$ cat config.mk
export PLATFORM = sky130hd
export DESIGN_NAME = fpga_io_ctrl_flat
export DESIGN_NICKNAME = d
export VERILOG_FILES = /design/src/rtl/fpga_io_ctrl_if.sv /design/src/rtl/fpga_io_ctrl.sv /design/src/flat_wrapper.sv
export SDC_FILE = /design/constraint.sdc
export NUM_CORES = 1
export LEC_CHECK = 0
export BUFFER_PORTS_ARGS = -buffer_cell sky130_fd_sc_hd__buf_2
export CAP_MARGIN = 10
export CORE_AREA = 10 10 151 167
export CTS_BUF_LIST = sky130_fd_sc_hd__clkbuf_4 sky130_fd_sc_hd__clkbuf_8
export CTS_CLUSTER_DIAMETER = 40
export DETAILED_ROUTE_END_ITERATION = 7
export DIE_AREA = 0 0 161 177
export PLACE_DENSITY = 0.81
export SLEW_MARGIN = 20
export SYNTH_ARGS = -nofsm -noshare
export SYNTH_HDL_FRONTEND = slang
export SYNTH_SLANG_ARGS = --single-unit
$ cat constraint.sdc
create_clock -name wb_clk_i -period 4.4 [get_ports wb_clk_i]
set_input_delay 0.88 -clock wb_clk_i [delete_from_list [all_inputs] [get_ports wb_clk_i]]
set_output_delay 0.88 -clock wb_clk_i [all_outputs]
set_load 0.01 [all_outputs]
$ cat src/rtl/fpga_io_ctrl_if.sv
// Wishbone slave bus bundle for the pad controller; signal names follow the
// Caravel user-project Wishbone port names.
interface fpga_io_ctrl_if;
  logic        wbs_stb_i;
  logic        wbs_cyc_i;
  logic        wbs_we_i;
  logic [3:0]  wbs_sel_i;
  logic [31:0] wbs_dat_i;
  logic [31:0] wbs_adr_i;
  logic        wbs_ack_o;
  logic [31:0] wbs_dat_o;

  modport master (
    output wbs_stb_i, wbs_cyc_i, wbs_we_i, wbs_sel_i, wbs_dat_i, wbs_adr_i,
    input  wbs_ack_o, wbs_dat_o
  );

  modport slave (
    input  wbs_stb_i, wbs_cyc_i, wbs_we_i, wbs_sel_i, wbs_dat_i, wbs_adr_i,
    output wbs_ack_o, wbs_dat_o
  );
endinterface

$ cat src/rtl/fpga_io_ctrl.sv
// Wishbone-mapped pad controller: drives io_out/io_oeb, synchronises io_in for
// the fabric, and latches sticky rising edges with a level interrupt.
module fpga_io_ctrl #(
  parameter int          NUM_IO      = 38,
  parameter logic [31:0] BASE_ADDR   = 32'h3000_1000,
  parameter int          SYNC_STAGES = 2,
  parameter logic [31:0] ID_VALUE    = 32'hF250_0001
) (
  input  logic              wb_clk_i,
  input  logic              wb_rst_i,
  fpga_io_ctrl_if.slave     wb,
  input  logic [NUM_IO-1:0] io_in,
  output logic [NUM_IO-1:0] io_out,
  output logic [NUM_IO-1:0] io_oeb,
  output logic [NUM_IO-1:0] fabric_in,
  output logic              irq_o
);

  localparam logic [5:0] W_OEB_LO = 6'd0,  W_OEB_HI = 6'd1;
  localparam logic [5:0] W_OUT_LO = 6'd2,  W_OUT_HI = 6'd3;
  localparam logic [5:0] W_IN_LO  = 6'd4,  W_IN_HI  = 6'd5;
  localparam logic [5:0] W_EDG_LO = 6'd6,  W_EDG_HI = 6'd7;
  localparam logic [5:0] W_IEN_LO = 6'd8,  W_IEN_HI = 6'd9;
  localparam logic [5:0] W_CTRL   = 6'd10, W_ID     = 6'd11;

  logic                                 ack_q, ack_d;
  logic [31:0]                          dat_q, dat_d;
  logic [NUM_IO-1:0]                    oeb_q, oeb_d;
  logic [NUM_IO-1:0]                    out_q, out_d;
  logic [NUM_IO-1:0]                    edge_q, edge_d;
  logic [NUM_IO-1:0]                    ien_q, ien_d;
  logic [NUM_IO-1:0]                    prev_q, prev_d;
  logic                                 fab_en_q, fab_en_d;
  logic                                 irq_q, irq_d;
  logic [SYNC_STAGES-1:0][NUM_IO-1:0]   sync_q, sync_d;

  logic              hit, wr, rd;
  logic [5:0]        word;
  logic [31:0]       bmask, rdata;
  logic [63:0]       wdat64, oeb_wen, out_wen, ien_wen, edg_wen;
  logic [63:0]       oeb_x, out_x, in_x, edge_x, ien_x;
  logic [NUM_IO-1:0] sync, rise, edge_clr;
  logic              unused_adr;

  // Expands a LO/HI register pair's byte mask into a 64-bit per-bit enable.
  function automatic logic [63:0] pair_en(input logic lo, input logic hi,
                                          input logic [31:0] m);
    return {(hi ? m : 32'h0), (lo ? m : 32'h0)};
  endfunction

  function automatic logic [63:0] zext(input logic [NUM_IO-1:0] v);
    logic [63:0] r;
    r = '0;
    r[NUM_IO-1:0] = v;
    return r;
  endfunction

  assign sync       = sync_q[SYNC_STAGES-1];
  assign unused_adr = &{1'b0, wb.wbs_adr_i[1:0]};

  always_comb begin
    hit    = wb.wbs_stb_i & wb.wbs_cyc_i & ~ack_q &
             (wb.wbs_adr_i[31:8] == BASE_ADDR[31:8]);
    wr     = hit & wb.wbs_we_i;
    rd     = hit & ~wb.wbs_we_i;
    word   = wb.wbs_adr_i[7:2];
    bmask  = {{8{wb.wbs_sel_i[3]}}, {8{wb.wbs_sel_i[2]}},
              {8{wb.wbs_sel_i[1]}}, {8{wb.wbs_sel_i[0]}}};
    wdat64 = {wb.wbs_dat_i, wb.wbs_dat_i};

    oeb_wen = pair_en(wr && word == W_OEB_LO, wr && word == W_OEB_HI, bmask);
    out_wen = pair_en(wr && word == W_OUT_LO, wr && word == W_OUT_HI, bmask);
    ien_wen = pair_en(wr && word == W_IEN_LO, wr && word == W_IEN_HI, bmask);
    edg_wen = pair_en(wr && word == W_EDG_LO, wr && word == W_EDG_HI, bmask);

    // Bits above NUM_IO fall off in the slice, so HI writes ignore them.
    oeb_d = (oeb_q & ~oeb_wen[NUM_IO-1:0]) | (wdat64[NUM_IO-1:0] & oeb_wen[NUM_IO-1:0]);
    out_d = (out_q & ~out_wen[NUM_IO-1:0]) | (wdat64[NUM_IO-1:0] & out_wen[NUM_IO-1:0]);
    ien_d = (ien_q & ~ien_wen[NUM_IO-1:0]) | (wdat64[NUM_IO-1:0] & ien_wen[NUM_IO-1:0]);

    fab_en_d = fab_en_q;
    if (wr && word == W_CTRL && wb.wbs_sel_i[0]) fab_en_d = wb.wbs_dat_i[0];

    sync_d[0] = io_in;
    for (int i = 1; i < SYNC_STAGES; i++) sync_d[i] = sync_q[i-1];
    prev_d = sync;
    rise   = sync & ~prev_q;

    // Rise is OR'd after the clear so a same-cycle set wins over W1C.
    edge_clr = edg_wen[NUM_IO-1:0] & wdat64[NUM_IO-1:0];
    edge_d   = (edge_q & ~edge_clr) | rise;
    irq_d    = |(edge_q & ien_q);

    oeb_x  = zext(oeb_q);
    out_x  = zext(out_q);
    in_x   = zext(sync);
    edge_x = zext(edge_q);
    ien_x  = zext(ien_q);

    rdata = 32'h0;
    case (word)
      W_OEB_LO: rdata = oeb_x[31:0];
      W_OEB_HI: rdata = oeb_x[63:32];
      W_OUT_LO: rdata = out_x[31:0];
      W_OUT_HI: rdata = out_x[63:32];
      W_IN_LO:  rdata = in_x[31:0];
      W_IN_HI:  rdata = in_x[63:32];
      W_EDG_LO: rdata = edge_x[31:0];
      W_EDG_HI: rdata = edge_x[63:32];
      W_IEN_LO: rdata = ien_x[31:0];
      W_IEN_HI: rdata = ien_x[63:32];
      W_CTRL:   rdata = {31'h0, fab_en_q};
      W_ID:     rdata = ID_VALUE;
      default:  rdata = 32'h0;
    endcase

    ack_d = hit;
    dat_d = rd ? rdata : 32'h0;
  end

  always_ff @(posedge wb_clk_i) begin
    if (wb_rst_i) begin
      ack_q    <= 1'b0;
      dat_q    <= 32'h0;
      oeb_q    <= '1;
      out_q    <= '0;
      edge_q   <= '0;
      ien_q    <= '0;
      prev_q   <= '0;
      fab_en_q <= 1'b0;
      irq_q    <= 1'b0;
      sync_q   <= '0;
    end else begin
      ack_q    <= ack_d;
      dat_q    <= dat_d;
      oeb_q    <= oeb_d;
      out_q    <= out_d;
      edge_q   <= edge_d;
      ien_q    <= ien_d;
      prev_q   <= prev_d;
      fab_en_q <= fab_en_d;
      irq_q    <= irq_d;
      sync_q   <= sync_d;
    end
  end

  assign wb.wbs_ack_o = ack_q;
  assign wb.wbs_dat_o = dat_q;
  assign io_oeb       = oeb_q;
  assign io_out       = out_q;
  assign fabric_in    = fab_en_q ? sync : '0;
  assign irq_o        = irq_q;

endmodule

$ cat src/flat_wrapper.sv
// flat-port wrapper written by rule: the top's interface ports become plain ports
module fpga_io_ctrl_flat 
#(
  parameter int          NUM_IO      = 38,
  parameter logic [31:0] BASE_ADDR   = 32'h3000_1000,
  parameter int          SYNC_STAGES = 2,
  parameter logic [31:0] ID_VALUE    = 32'hF250_0001
)
  (wb_clk_i, wb_rst_i, io_in, io_out, io_oeb, fabric_in, irq_o, wb_wbs_stb_i, wb_wbs_cyc_i, wb_wbs_we_i, wb_wbs_sel_i, wb_wbs_dat_i, wb_wbs_adr_i, wb_wbs_ack_o, wb_wbs_dat_o);
  fpga_io_ctrl_if wb_i ();
  input  logic wb_clk_i;
  input  logic wb_rst_i;
  input  logic [NUM_IO-1:0] io_in;
  output logic [NUM_IO-1:0] io_out;
  output logic [NUM_IO-1:0] io_oeb;
  output logic [NUM_IO-1:0] fabric_in;
  output logic irq_o;
  input wire logic [$bits(wb_i.wbs_stb_i)-1:0] wb_wbs_stb_i;
  input wire logic [$bits(wb_i.wbs_cyc_i)-1:0] wb_wbs_cyc_i;
  input wire logic [$bits(wb_i.wbs_we_i)-1:0] wb_wbs_we_i;
  input wire logic [$bits(wb_i.wbs_sel_i)-1:0] wb_wbs_sel_i;
  input wire logic [$bits(wb_i.wbs_dat_i)-1:0] wb_wbs_dat_i;
  input wire logic [$bits(wb_i.wbs_adr_i)-1:0] wb_wbs_adr_i;
  output wire logic [$bits(wb_i.wbs_ack_o)-1:0] wb_wbs_ack_o;
  output wire logic [$bits(wb_i.wbs_dat_o)-1:0] wb_wbs_dat_o;
  assign wb_i.wbs_stb_i = wb_wbs_stb_i;
  assign wb_i.wbs_cyc_i = wb_wbs_cyc_i;
  assign wb_i.wbs_we_i = wb_wbs_we_i;
  assign wb_i.wbs_sel_i = wb_wbs_sel_i;
  assign wb_i.wbs_dat_i = wb_wbs_dat_i;
  assign wb_i.wbs_adr_i = wb_wbs_adr_i;
  assign wb_wbs_ack_o = wb_i.wbs_ack_o;
  assign wb_wbs_dat_o = wb_i.wbs_dat_o;
  fpga_io_ctrl #(.NUM_IO(NUM_IO), .BASE_ADDR(BASE_ADDR), .SYNC_STAGES(SYNC_STAGES), .ID_VALUE(ID_VALUE)) u_core (.wb_clk_i(wb_clk_i), .wb_rst_i(wb_rst_i), .wb(wb_i), .io_in(io_in), .io_out(io_out), .io_oeb(io_oeb), .fabric_in(fabric_in), .irq_o(irq_o));
endmodule
# Yosys cells after proc, flatten, opt, wreduce, memory -nomap -nowiden
# Index checks and enable logic that the tools add are counted.
# totals
ff_bits,301
inputBits,111
output_inout_bits,148
elab_cells,73
# op_classes
eq_ne,12
muxes,10
bitwise_logic,27
n_reduce_logical,13
# op_table
operator,count
32-bit one-hot mux with 12 select lines,1
38-bit bitwise AND,10
38-bit NOT,5
38-bit OR,4
32-bit two-way mux,4
38-bit two-way mux,1
38-bit OR reduction,1
"24-bit by 22-bit == test with 1-bit output, second input constant",1
"6-bit by 3-bit == test with 1-bit output, second input constant",4
"6-bit by 4-bit == test with 1-bit output, second input constant",4
6-bit two-way mux,4
"6-bit by 2-bit == test with 1-bit output, second input constant",2
1-bit logical AND,10
"6-bit by 1-bit == test with 1-bit output, second input constant",1
6-bit logical NOT,1
1-bit bitwise AND,5
1-bit NOT,3
2-bit OR reduction,1

# Logic depth before layout (Yosys ltp)
# logic_depth
depth_word,10
mapped_depth,8
ltp_nobuf,4

# Worst setup path before layout
# Ideal clock, no wire load.
# synth_path
path_type,input-to-reg
from,input wb_wbs_adr_i[20]
to,register with a tool-made name
setup_time_ns,0.072
arrival_ns,2.899
t_required_ns,4.328
slack_ns,1.430
path_stages,6
n_path_buf,2
path_cell_list,or4b_1 buf_2 or4_1 clkbuf_1 nor4_4 mux2i_1
# synth_lines
item,line,rtl
start: declaration,flat_wrapper.sv:23,input wire logic [$bits(wb_i.wbs_adr_i)-1:0] wb_wbs_adr_i;

==> metrics.csv <==
stage;metric;value;unit
sta;Final Setup Violations;0;
power;Worst VDD drop;0.269;mV
grt;pin count of the biggest net entering global routing;134;
synthesis;Post-synth EDFFs;0;
clock_tree;Worst-Skew Late Latency;0.56;ns
min_path;Hold Crit Class;reg -> reg;
sta;Hold Vio Cnt, Final;0;
synthesis;Post-Syn Area;11800;um2
floorplan;Core Box Area;21800;um2
drt;Pre-Repair DR Iteration Count;7;
power;P_sw;1.29;mW
finish;most frequent cells in the layout;301 x dfxtp_1, 255 x buf_2, 115 x nor2b_1;
synthesis;sequential area share after synthesis;50.9;%
clock_tree;Longest Clk Path Bufs;3;
sta;worst-margin pin slew;0.985;ns
finish;P&R area growth vs syn;21.2;%
grt;Congestion Overflow GR;0;
power;Pint;4.33;mW
sta;Hold WS;0.422;ns
run_status;status;completed;
job;Max-Cap Viols;0;
floorplan;# rows;57;
critical_path;worst path bufs/invs;1;
floorplan;initial core utilization;54.3;%
finish;layout cells sized above 1;28.3;%
sta;relative slew slack;34.3;%
placement;IO buf count;256;
synthesis;distinct cell type count after synthesis;44;
drt;Post-route DRC;0;
critical_path;WP data arrival;3.39;ns
clock_tree;clock sinks;301;
critical_path;cell chain of the critical path;buf_2 -> or4b_1 -> or4_1 -> nor4_4 -> mux2i_1;
sta;RSZ-0062 raised after global routing;false;
critical_path;crit start category;input pin;
finish;nets;1530;
clock_tree;cts repair resizes;0;
drt;top routing layer in use;met5;
synthesis;Yosys reg bits;301;
floorplan;# IOs;259;
sta;period utilisation layout;66.4;%
synthesis;commonest register cell after synthesis;dfxtp_1;
clock_tree;Reg clk slew, reported paths;0.06;ns
drt;remaining antenna violation count;0;
clock_tree;TritonCTS clock tree;built;
sta;final setup TNS;0;ns
grt;GR Util All Layers;25.4;%
power;combinational share of power;4.4;%
grt;initial antenna violation count;4;
synthesis;top cells by area, synth;dfxtp_1 51%, nor2b_1 6.1%, nand4_1 4.8%;
synthesis;Async SR Flop Fraction;0;%
critical_path;CP max stage delay;0.82;ns
synthesis;Syn Area/Cell;9.83;um2
floorplan;overall die width;161;um
drt;WL final;38400;um
clock_tree;Clock Root Buffer;clkbuf_8;
critical_path;Worst Setup End Kind;flip-flop;
critical_path;critical-path maximum fanout;9;
synthesis;Synthesis Warnings;0;
grt;vias in the first global route;10600;
clock_tree;H-tree Lvls;2;
drt;drt via density;6.18;
drt;Via Count;10800;
drt;Iter 0 DRT Violations;1412;
power;Seq pwr share;50.3;%
sta;Worst Skew;0.0204;ns
sta;Slew Limit Fails;0;
power;power density cells;392;nW/um2
critical_path;slowest stage cell, crit path;or4b_1;
placement;Final HPWL DP;25800;um
power;clock share of power;45.3;%
power;Static Leak;5.48;nW
power;Switching Fraction;23.0;%
synthesis;post-synth top area cell;dfxtp_1;
placement;Final Wtd Congestion;0.894;
drt;met3 routed WL;4690;um
floorplan;Die H;177;um
clock_tree;Hold Buf Count CTS;0;
sta;fin crit period;2.92;ns
clock_tree;setup bufs post-CTS;0;
critical_path;CP Class;in -> reg;
drt;metal1 wirelength;14300;um
critical_path;crit-path leading delay family;simple AND/OR/NAND/NOR gates;
synthesis;cells after synthesis;1205;
finish;fin cells;1755;
drt;Detail Route met2 WL;17900;um
critical_path;Worst EP required;4.87;ns
sta;Fmax;342;MHz
placement;Inst Count DP;1664;
floorplan;die area;28500;um2
finish;commonest non-fill, non-tap cell in the layout;dfxtp_1;
drt;DR WL/cell;21.9;um
synthesis;Post-Syn Nets;1316;
synthesis;Yosys top cell area share;50.9;%
clock_tree;number of CTS-inserted buffers;48;
grt;first-pass GRT wire length;59300;um
## stage by stage
step | setup slack, ns | cell area, um2 | utilization, % | total power, mW
after global placement | 0.984 | 13300 | 60.9 | 3.12
final | 1.48 | 14400 | 65.8 | 5.62
after floorplan | 1.43 | 11800 | - | 3.01
after global routing | 1.37 | 14300 | 65.7 | 5.81
after CTS | 1.46 | 14300 | 65.7 | 5.64
after detailed placement | 0.937 | 13300 | 60.9 | 3.13
## metal layers
layer / GRT usage (%) / vias to the layer above
met3: 8.07 / 124
met2: 40.8 / 729
li1: - / 4897
met5: 0 / -
met1: 30.7 / 5095
met4: 11.0 / 2
## kinds of logic after synthesis
| family | Yosys count | share of synthesized area [%] |
|---|---|---|
| AOI/OAI and AO/OA | 279 | 17.4 |
| buffers and inverters | 152 | 5.16 |
| DFF | 301 | 50.9 |
| muxes | 64 | 6.50 |
| and+or+nand+nor | 409 | 20.1 |
## Yosys cell counts (3+ instances only)
master    number
nand4_1       90
or4_1          6
buf_1          5
mux4_2        10
and3_1         5
nand2_1       30
a21oi_1       81
buf_6          4
nor4b_1        3
a22o_1         6
inv_1         32
nand2b_1       7
a31oi_1        7
nor2b_1      115
nor4_1        14
o31ai_1       58
mux2i_1       51
a222oi_1      24
mux2_2         3
dfxtp_1      301
nand3_1        9
nor4_2         5
a31o_2        12
and2_1        41
a221oi_1       4
a32o_1        32
buf_2          8
nor2_1        73
a22oi_1       50
clkbuf_1     102
## power by group through the flow
stage	logic (mW)	registers (mW)	clock network, mW
after floorplan	0.139	2.87	0
after global placement	0.234	2.88	0
after detailed placement	0.240	2.89	0
after CTS	0.242	2.83	2.57
after global routing	0.266	2.83	2.71
final	0.246	2.83	2.55
## worst reg2reg max path: stages, from the launching register on
cell and delay [ns]:
dfxtp_1 0.32, nor4bb_1 0.36, nand4_1 0.61, buf_4 0.60
o31ai_1 0.43, a21oi_1 0.12
## layout make-up
type | count | area (um2)
sequential | 301 | 6030
clock buffer | 78 | 998
clock inverter | 10 | 62.6
fill | 1816 | 7470
tap | 295 | 369
inverter | 33 | 124
timing repair buffer | 283 | 1520
multi-input combinational | 752 | 5250
antenna | 3 | 7.51
## worst paths after layout
check	from	endpoint	slack, ns	depth (start not counted)
setup / recovery	wb_wbs_adr_i[20]	flip-flop	1.48	5
hold / removal	u_core.sync_d[46]	u_core.prev_d[8]	0.42	1
setup reg to reg	u_core.wb.wbs_ack_o	flip-flop	1.83	5
hold reg to reg	u_core.sync_d[46]	u_core.prev_d[8]	0.42	1
Power figures use the tool's default switching activity.
